`src/rtl/generic_bus_arbiter.sv`:
```
// Two-requester arbiter sharing one generic bus slave between instruction fetch (I) and data (D).
// Define GENERIC_BUS_ARB_ROUND_ROBIN_EN for round-robin conflicts; otherwise D has fixed priority.
module generic_bus_arbiter #(
  parameter int ADDR_WIDTH = 32,
  parameter int DATA_WIDTH = 32
) (
  input  logic                    CLK,
  input  logic                    nRST,
  input  logic [ADDR_WIDTH-1:0]   i_addr,
  input  logic [DATA_WIDTH-1:0]   i_wdata,
  input  logic                    i_ren,
  input  logic                    i_wen,
  input  logic [DATA_WIDTH/8-1:0] i_byte_en,
  output logic [DATA_WIDTH-1:0]   i_rdata,
  output logic                    i_busy,
  input  logic [ADDR_WIDTH-1:0]   d_addr,
  input  logic [DATA_WIDTH-1:0]   d_wdata,
  input  logic                    d_ren,
  input  logic                    d_wen,
  input  logic [DATA_WIDTH/8-1:0] d_byte_en,
  output logic [DATA_WIDTH-1:0]   d_rdata,
  output logic                    d_busy,
  output logic [ADDR_WIDTH-1:0]   m_addr,
  output logic [DATA_WIDTH-1:0]   m_wdata,
  output logic                    m_ren,
  output logic                    m_wen,
  output logic [DATA_WIDTH/8-1:0] m_byte_en,
  input  logic [DATA_WIDTH-1:0]   m_rdata,
  input  logic                    m_busy
);

  typedef enum logic [1:0] {
    IDLE    = 2'd0,
    GRANT_I = 2'd1,
    GRANT_D = 2'd2
  } state_t;

  state_t state, next_state;
  logic   i_pend, d_pend, choose_d;

  assign i_pend = i_ren | i_wen;
  assign d_pend = d_ren | d_wen;

`ifdef GENERIC_BUS_ARB_ROUND_ROBIN_EN
  // last_grant_d low means I was granted most recently; the other side wins the next conflict.
  logic last_grant_d;

  always_ff @(posedge CLK or negedge nRST) begin
    if (!nRST) begin
      last_grant_d <= 1'b0;
    end else if (state == IDLE && next_state != IDLE) begin
      last_grant_d <= (next_state == GRANT_D);
    end
  end

  assign choose_d = d_pend & (~i_pend | ~last_grant_d);
`else
  assign choose_d = d_pend;
`endif

  always_ff @(posedge CLK or negedge nRST) begin
    if (!nRST) begin
      state <= IDLE;
    end else begin
      state <= next_state;
    end
  end

  // A grant always falls back to IDLE on completion or abandon, leaving one bubble cycle.
  always_comb begin
    next_state = state;
    case (state)
      IDLE: begin
        if (choose_d) begin
          next_state = GRANT_D;
        end else if (i_pend) begin
          next_state = GRANT_I;
        end else begin
          next_state = IDLE;
        end
      end
      GRANT_I: begin
        if (!i_pend || !m_busy) begin
          next_state = IDLE;
        end
      end
      GRANT_D: begin
        if (!d_pend || !m_busy) begin
          next_state = IDLE;
        end
      end
      default: next_state = IDLE;
    endcase
  end

  always_comb begin
    m_addr    = '0;
    m_wdata   = '0;
    m_ren     = 1'b0;
    m_wen     = 1'b0;
    m_byte_en = '0;
    i_busy    = 1'b1;
    d_busy    = 1'b1;
    case (state)
      GRANT_I: begin
        m_addr    = i_addr;
        m_wdata   = i_wdata;
        m_ren     = i_ren;
        m_wen     = i_wen;
        m_byte_en = i_byte_en;
        i_busy    = m_busy;
      end
      GRANT_D: begin
        m_addr    = d_addr;
        m_wdata   = d_wdata;
        m_ren     = d_ren;
        m_wen     = d_wen;
        m_byte_en = d_byte_en;
        d_busy    = m_busy;
      end
      default: begin
        m_ren = 1'b0;
      end
    endcase
  end

  assign i_rdata = m_rdata;
  assign d_rdata = m_rdata;

endmodule

```
`config.mk`:
```
export PLATFORM = sky130hd
export DESIGN_NAME = generic_bus_arbiter
export DESIGN_NICKNAME = d
export VERILOG_FILES = /design/src/rtl/generic_bus_arbiter.sv
export SDC_FILE = /design/constraint.sdc
export NUM_CORES = 1
export LEC_CHECK = 0
export BUFFER_PORTS_ARGS = -buffer_cell sky130_fd_sc_hd__buf_4
export CAP_MARGIN = 20
export CORE_AREA = 2 2 120 122
export CTS_BUF_LIST = sky130_fd_sc_hd__clkbuf_16
export CTS_CLUSTER_DIAMETER = 150
export DETAILED_ROUTE_END_ITERATION = 12
export DIE_AREA = 0 0 122 124
export PLACE_DENSITY_LB_ADDON = 0.2
export SETUP_SLACK_MARGIN = 0.1
export SYNTH_ARGS = -nofsm -noshare
export SYNTH_HDL_FRONTEND = slang
export SYNTH_SLANG_ARGS = --single-unit
```
`constraint.sdc`:
```
create_clock -name CLK -period 3.3 [get_ports CLK]
set_input_delay 0.495 -clock CLK [delete_from_list [all_inputs] [get_ports CLK]]
set_output_delay 0.495 -clock CLK [all_outputs]
set_load 0.01 [all_outputs]
```
; ---- Yosys cells after proc, flatten, opt, wreduce, memory -nomap -nowiden
; Index checks and enable logic that the tools add are counted.
[op_classes]
bitwise_logic = 2
reduce_logical = 7
mux = 12
eq_ne = 4
[ops]
columns = operator, count
row1 = one-hot mux 32 bit (2 select lines), 2
row2 = one-hot mux 4 bit (2 select lines), 1
row3 = 2-to-1 mux 2 bit, 3
row4 = one-hot mux 2 bit (3 select lines), 1
row5 = "!= test 2 bit, second input constant", 2
row6 = one-hot mux 1 bit (2 select lines), 2
row7 = zero test 1 bit, 3
row8 = 2-to-1 mux 1 bit, 3
row9 = "== test 2 x 1 -> 1 bit, second input constant", 1
row10 = "== test 2 bit, second input constant", 1
row11 = zero test 2 bit, 1
row12 = logical OR 1 bit, 2
row13 = OR 1 bit, 2
row14 = AND reduction 2 bit, 1
[totals]
ff_bits = 2
input_bits = 175

; ---- Depth between registers and ports, before layout
; Gate-level depths: netlist of the first run.
[logic_depth]
depth_word = 5
ltp_mapped = 6
depth_no_buf = 5

; ---- Worst setup path after synthesis of the first run
; Ideal clock, no wire load.
[synth_timing]
path_type = reg-to-output
startpoint = register state[1]
endpoint = output port m_addr[0]
arrival_ps = 1186
required_time_ps = 2805
path_slack_ps = 1619
path_stages_with_launch = 5
path_buffers = 1
cell_sequence = dfrtp_1 > inv_1 > ha_1 > clkbuf_1 > nor2b_1
[synth_via]
elab_chain_len = 2
elab_cells_between_ends = 3
classes_between = eq/ne: 2 / mux: 1
[synth_lines]
columns = element, line_no
row1 = from (decl), 38  ; state_t state, next_state;
row2 = from (signal assigned), 65  ; state <= next_state;
row3 = == test 2 bit / == test 2 x 1 -> 1 bit (equally long branches), 104  ; case (state)
row4 = one-hot mux 32 bit (2 select lines) *, 104
row5 = to (decl), 23  ; output logic [ADDR_WIDTH-1:0] m_addr,
; Mark *: on every way between the ends. The rest lies on a longest branch, timed or not.

; ---- Final worst setup path of the first run
[layout_timing]
startpoint = register state[0]
endpoint = output port m_addr[3]
; The elaborated chain is that of the path after synthesis.

==> results of run 1 <==
==> placed cells by master (no fill, tap or decap) <==
master	instances
a32o_1	1
buf_4	217
ha_2	3
o211ai_1	2
clkbuf_16	3
nand2b_1	2
o21ai_1	1
buf_12	2
inv_1	2
mux2i_1	1
a21oi_2	1
nor2_1	1
dfrtp_1	2
a22oi_1	70
nor2b_1	70
nand2_1	1
==> layer usage <==
metal | up-vias | routed length (um) | global-route usage [%]
li1 | 1066 | - | -
met1 | 990 | 2510 | 9.17
met2 | 120 | 3740 | 16.1
met3 | 30 | 713 | 1.74
met4 | 0 | 305 | 4.53
met5 | - | 0 | 0
==> kinds of logic (layout without fill, tap and decap cells) <==
kind of cell	Yosys count	in the layout	synth area share (%)
adders and majority gates	3	3	2.18
buffers and inverters	89	224	35.1
muxes	1	1	0.580
AOI/OAI and AO/OA	75	75	32.7
and+or+nand+nor	74	74	26.5
DFF	2	2	2.90
==> metrics by stage <==
step	setup WS (ns)	hold slack, ns
2_1_floorplan	1.62	0.199
4_1_cts	0.876	0.0522
3_5_place_dp	1.12	0.282
6_report	0.895	0.0537
3_3_place_gp	1.15	0.285
5_1_grt	0.741	0.0514
==> how the worst max path moves through the flow <==
stage / to / from
2_1_floorplan: m_addr[0] / state[1]
3_3_place_gp: m_wdata[5] / state[0]
3_5_place_dp: m_addr[3] / state[0]
4_1_cts: m_addr[3] / state[0]
5_1_grt: m_addr[3] / state[0]
6_report: m_addr[3] / state[0]
==> cell type report <==
cell class | count | area [sq um] | share of cell area [%]
inverter | 2 | 7.51 | 0.242
sequential | 2 | 50.0 | 1.61
clock buffer | 3 | 75.1 | 2.42
multi-input combinational | 153 | 1080 | 34.7
tap | 180 | 225 | 7.26
timing repair buffer | 219 | 1670 | 53.8
==> power groups by stage <==
stage          sequential (mW)  combinational (mW)  clock (mW)
2_1_floorplan           0.0378               0.946           0
3_3_place_gp            0.0404                1.53           0
3_5_place_dp            0.0407                1.53           0
4_1_cts                 0.0404                1.54       0.184
5_1_grt                 0.0416                1.66       0.187
6_report                0.0404                1.51       0.181
==> critical path, cell delays in order (launching register included) <==
cell     delay (ns)
dfrtp_1        0.37
inv_1          0.11
ha_2           0.50
buf_4          0.31
a22oi_1        0.09
nor2b_1        0.16
buf_4          0.14
==> out/qor.yml, run 1 <==
sta:
  maxSlewViolCount: 0
  finalCritPeriodShare_pct: 72.9
  tightest_slew_ns: 0.485
  rsz0062_at_grt: "no"
  max_slew_margin_pct: 67.7
  clock_skew_ns: 0.00118
  fin_tns_setup_ns: 0
  finalHoldViolCount: 0
  setup_viol: 0
  max_freq_mhz: 416
  finalWorstPathRequiredPeriod_ns: 2.41
yosys:
  ys.flop_type: "dfrtp_1"
  synthTopCellsByArea: "a22oi_1 30%, buf_4 29%, nor2b_1 25%"
  ys_seq_area_share_pct: 2.90
  ys_ff_latch: 2
  ys_top_cells_by_count: "70 x a22oi_1, 70 x nor2b_1, 66 x buf_4, 13 x buf_2, 7 x clkbuf_1"
  syn_nets: 422
  synthDistinctLibCells: 17
  synth_top_area_cell: "a22oi_1"
  syn_avg_cell_area_sq_um: 7.07
  synth_edf_count: 0
  ys_warn_count: 0
  yosysTopAreaCellShare_pct: 30.5
  syn-cell-area_sq_um: 1730
  ys_async_sr_fraction_pct: 100
  netlist_instances: 244
clocking:
  clockBufferDepth: 2
  cts_sinks: 2
  cts_buffers: 3
  cts_max_level: 1
  cts_resized: 0
  clk_pin_slew_ns: 0.03
  cts_tree: "built"
  ctsHoldBuffers: 0
  cts_root_buf: "clkbuf_16"
  postCtsSetupRepairBufs: 0
  insertion_delay_ns: 0.22
die:
  io_pins: 311
  rows: 43
  start_util_pct: 12.6
  core_sq_um: 13700
  dieArea_sq_um: 15100
  dieHeight_um: 124
  die-width_um: 122
setup_path:
  cp.arrival_ns: 1.91
  reg2reg_depth: 6
  r2r_end: "state[0]"
  r2r-start: "state[1]"
  cp-end-kind: "primary output"
  reg2reg_slack_ns: 1.66
  required_ns: 2.80
  path_max_fanout: 23
  critical_path_class: "reg2out"
  start_kind: "flip-flop"
route:
  antenna_left: 0
  vias: 2206
  via_per_inst: 3.95
  drt-total-wl_mm: 7.27
  first_pass_iters: 4
  drtIter0Drc: 47
  drc: 0
  wl_per_cell_um: 13.0
placement:
  place_area_sq_um: 3030
  gp_congestion: 0.674
  dp.cells: 556
  hpwlAfterDp_mm: 5.74
  portBuffers: 214
power:
  switching_power_uw: 754
  share_clk_of_total_power_pct: 10.5
  p_comb_share_pct: 87.2
  power.density_nw_per_um2: 557
  ir_worst_vdd_mv: 0.403
  p_leak_nw: 1.43
  netSwitchingFraction_pct: 43.6
  power_mw: 1.73
  p_int_uw: 976
  p_seq_share_pct: 2.3
layout:
  finalNonFillerCells: 559
  final_nets: 559
  reg.largest.list: "state (2)"
  diodes: 0
  largest-register: "state"
  area_growth_pct: 79.9
  n_fill_cell: 1542
  final_core_util_pct: 22.6
  final_area_sq_um: 3100
  largest_reg_flops: 2
  drive_gt1_share_pct: 59.6
worst_hold_path:
  min_path_type: "in2async"
global_routing:
  grt_usage_pct: 8.64
  grt_pass1_wl_mm: 10.5
  grt_pass1_vias: 2105
  grt.overflow.total: 0
  grt_max_degree: 71
  antenna_found_initial: 0
run:
  maxCapViolCount: 0
status:
  status: "complete, no violations"
Power figures use the tool's default switching activity.
==> run 2, diff against run 1 <==
CORE_AREA = 2 2 121 123   (was 2 2 120 122)
DIE_AREA = 0 0 123 125   (was 0 0 122 124)
clock period = 2.5 ns   (was 3.3 ns; I/O delays follow)
==> run 2 against run 1 <==
Register-to-register slack worse by 0.84 ns. Sequential cell count is the same. Cell area is essentially flat. Critical path depth stayed put. Total power grew 29%. Wire length rose by 1.8%. Count of clock-buffer cells in the layout is the same. Sequential power rose by 28%. Global-route usage increased by 0.17 points. Via count increased by 2.2%. Combinational power up 28%. Hold slack gained 0.47 ns.
==> out/qor.yml, run 2 (synthesis results as in run 1) <==
clocking:
  cts_root_buf: "clkbuf_16"
  cts_tree: "built"
  cts_buffers: 3  # unchanged
  cts_resized: 0  # unchanged
  clk_pin_slew_ns: 0.03  # about the same
  cts_max_level: 1  # unchanged
  insertion_delay_ns: 0.22  # about the same
  postCtsSetupRepairBufs: 0  # unchanged
  ctsHoldBuffers: 1  # +1
  cts_sinks: 2  # unchanged
  clockBufferDepth: 2  # unchanged
setup_path:
  required_ns: 2.12  # -0.68 ns
  cp-end-kind: "primary output"
  cp.arrival_ns: 1.70  # -0.21 ns
  critical_path_class: "reg2out"
  r2r_end: "state[0]"
  reg2reg_slack_ns: 0.82  # -0.84 ns
  reg2reg_depth: 6  # unchanged
  r2r-start: "state[1]"
  start_kind: "flip-flop"
  path_max_fanout: 37  # +61%
layout:
  area_growth_pct: 79.8  # about the same
  diodes: 0  # unchanged
  final_common_cell: "buf_4"
  final_area_sq_um: 3100  # about the same
  largest-register: "state"
  final_cell_mix: "220 x buf_4, 70 x a22oi_1, 70 x nor2b_1"
  finalNonFillerCells: 565  # +1.1%
  largest_reg_flops: 2  # unchanged
  final_nets: 561  # +0.36%
  reg.largest.list: "state (2)"
  drive_gt1_share_pct: 59.6  # about the same
die:
  rows: 44  # +2.3%
  io_pins: 311  # unchanged
  dieArea_sq_um: 15400  # +1.6%
  die-width_um: 123  # +0.82%
  core_sq_um: 14200  # +3.5%
  start_util_pct: 12.1  # -0.43 points
  dieHeight_um: 125  # +0.81%
power:
  power_mw: 2.23  # +29%
  p_comb_share_pct: 87.1  # about the same
  p_int_mw: 1.24  # +27%
  share_clk_of_total_power_pct: 10.6  # about the same
  switching_power_uw: 987  # +31%
  p_seq_share_pct: 2.3  # about the same
  ir_worst_vdd_mv: 0.427  # +5.9%
  netSwitchingFraction_pct: 44.3  # +0.70 points
  power.density_nw_per_um2: 719  # +29%
  p_leak_nw: 1.43  # about the same
route:
  wl_per_cell_um: 13.1  # +0.69%
  first_pass_iters: 4  # unchanged
  vias: 2254  # +2.2%
  drc: 0  # unchanged
  antenna_left: 0  # unchanged
  drt-total-wl_mm: 7.40  # +1.8%
  via_per_inst: 3.99  # +1.1%
  drtIter0Drc: 103  # +120%
placement:
  hpwlAfterDp_mm: 5.78  # +0.68%
  gp_congestion: 0.690  # +2.4%
  place_area_sq_um: 3020  # -0.41%
  portBuffers: 214  # unchanged
  dp.cells: 561  # +0.90%
sta:
  holdWs_ns: 0.526  # +0.472 ns
  clock_skew_ns: 0.00266  # +0.00148 ns
  setup_viol: 0  # unchanged
  rsz0062_at_grt: "no"
  tightest_slew_ns: 0.417  # -0.0680 ns
  max_freq_mhz: 483
  fin_tns_setup_ns: 0  # unchanged
  finalHoldViolCount: 0  # unchanged
  max_slew_margin_pct: 72.2  # +4.5 points
  maxSlewViolCount: 0  # unchanged
  finalWorstPathRequiredPeriod_ns: 2.07
  finalCritPeriodShare_pct: 82.8
global_routing:
  grt.overflow.total: 0  # unchanged
  grt_usage_pct: 8.81  # +0.17 points
  grt_max_degree: 38  # -46%
  grt_pass1_vias: 2325  # +10%
  grt_pass1_wl_mm: 11.0  # +4.9%
  antenna_found_initial: 0  # unchanged
run:
  maxCapViolCount: 0  # unchanged
status:
  status: "complete, no violations"
worst_hold_path:
  min_path_type: "in2async"
run 2: per-layer routing:
| metal | up-vias | part of all wire [%] | track usage [%] |
|---|---|---|---|
| li1 | 1069 | - | - |
| met1 | 1009 | 31 | 7.97 |
| met2 | 140 | 54 | 18.1 |
| met3 | 36 | 11 | 2.01 |
| met4 | 0 | 3.3 | 3.48 |
| met5 | - | 0 | 0 |
run 2: power groups by stage:
stage / sequential [mW] / clock, mW / combinational (mW)
floorplan: 0.0499 / 0 / 1.25
detailed placement: 0.0524 / 0 / 1.98
global route: 0.0535 / 0.249 / 2.15
CTS: 0.0523 / 0.241 / 1.98
finish: 0.0518 / 0.237 / 1.94
global placement: 0.0519 / 0 / 1.96
run 2: final cells by class:
type,instances,area (sq um)
Fill cell,1585,11100
Timing Repair Buffer,221,1660
Multi-Input combinational cell,153,1080
Tap cell,184,230
Clock buffer,3,75.1
Sequential cell,2,50.0
Inverter,2,7.51
run 2: worst max-delay path by stage:
stage             start    endpoint  slack [ns]  cells after the start
2_1_floorplan  state[1]   m_addr[0]        0.94                      4
6_report       state[0]  m_addr[23]        0.43                      6
5_1_grt        state[0]  m_addr[20]        0.24                      6
3_3_place_gp   state[1]  m_addr[31]        0.67                      6
4_1_cts        state[0]  m_addr[22]        0.40                      6
3_5_place_dp   state[1]  m_addr[30]        0.64                      6
run 2: per-stage QoR:
stage | setup WS, ns | utilization (%)
after floorplan | 0.939 | -
after global placement | 0.666 | 21.2
after detailed placement | 0.644 | 21.2
after CTS | 0.399 | 21.8
after global routing | 0.244 | 21.8
final | 0.429 | 21.8
run 2: worst max-delay path, cell delays in order, from the launching register on:
cell and delay (ns):
dfrtp_1 0.37, inv_1 0.11, ha_2 0.18, buf_4 0.37
a22oi_1 0.15, nor2b_1 0.14, buf_4 0.13
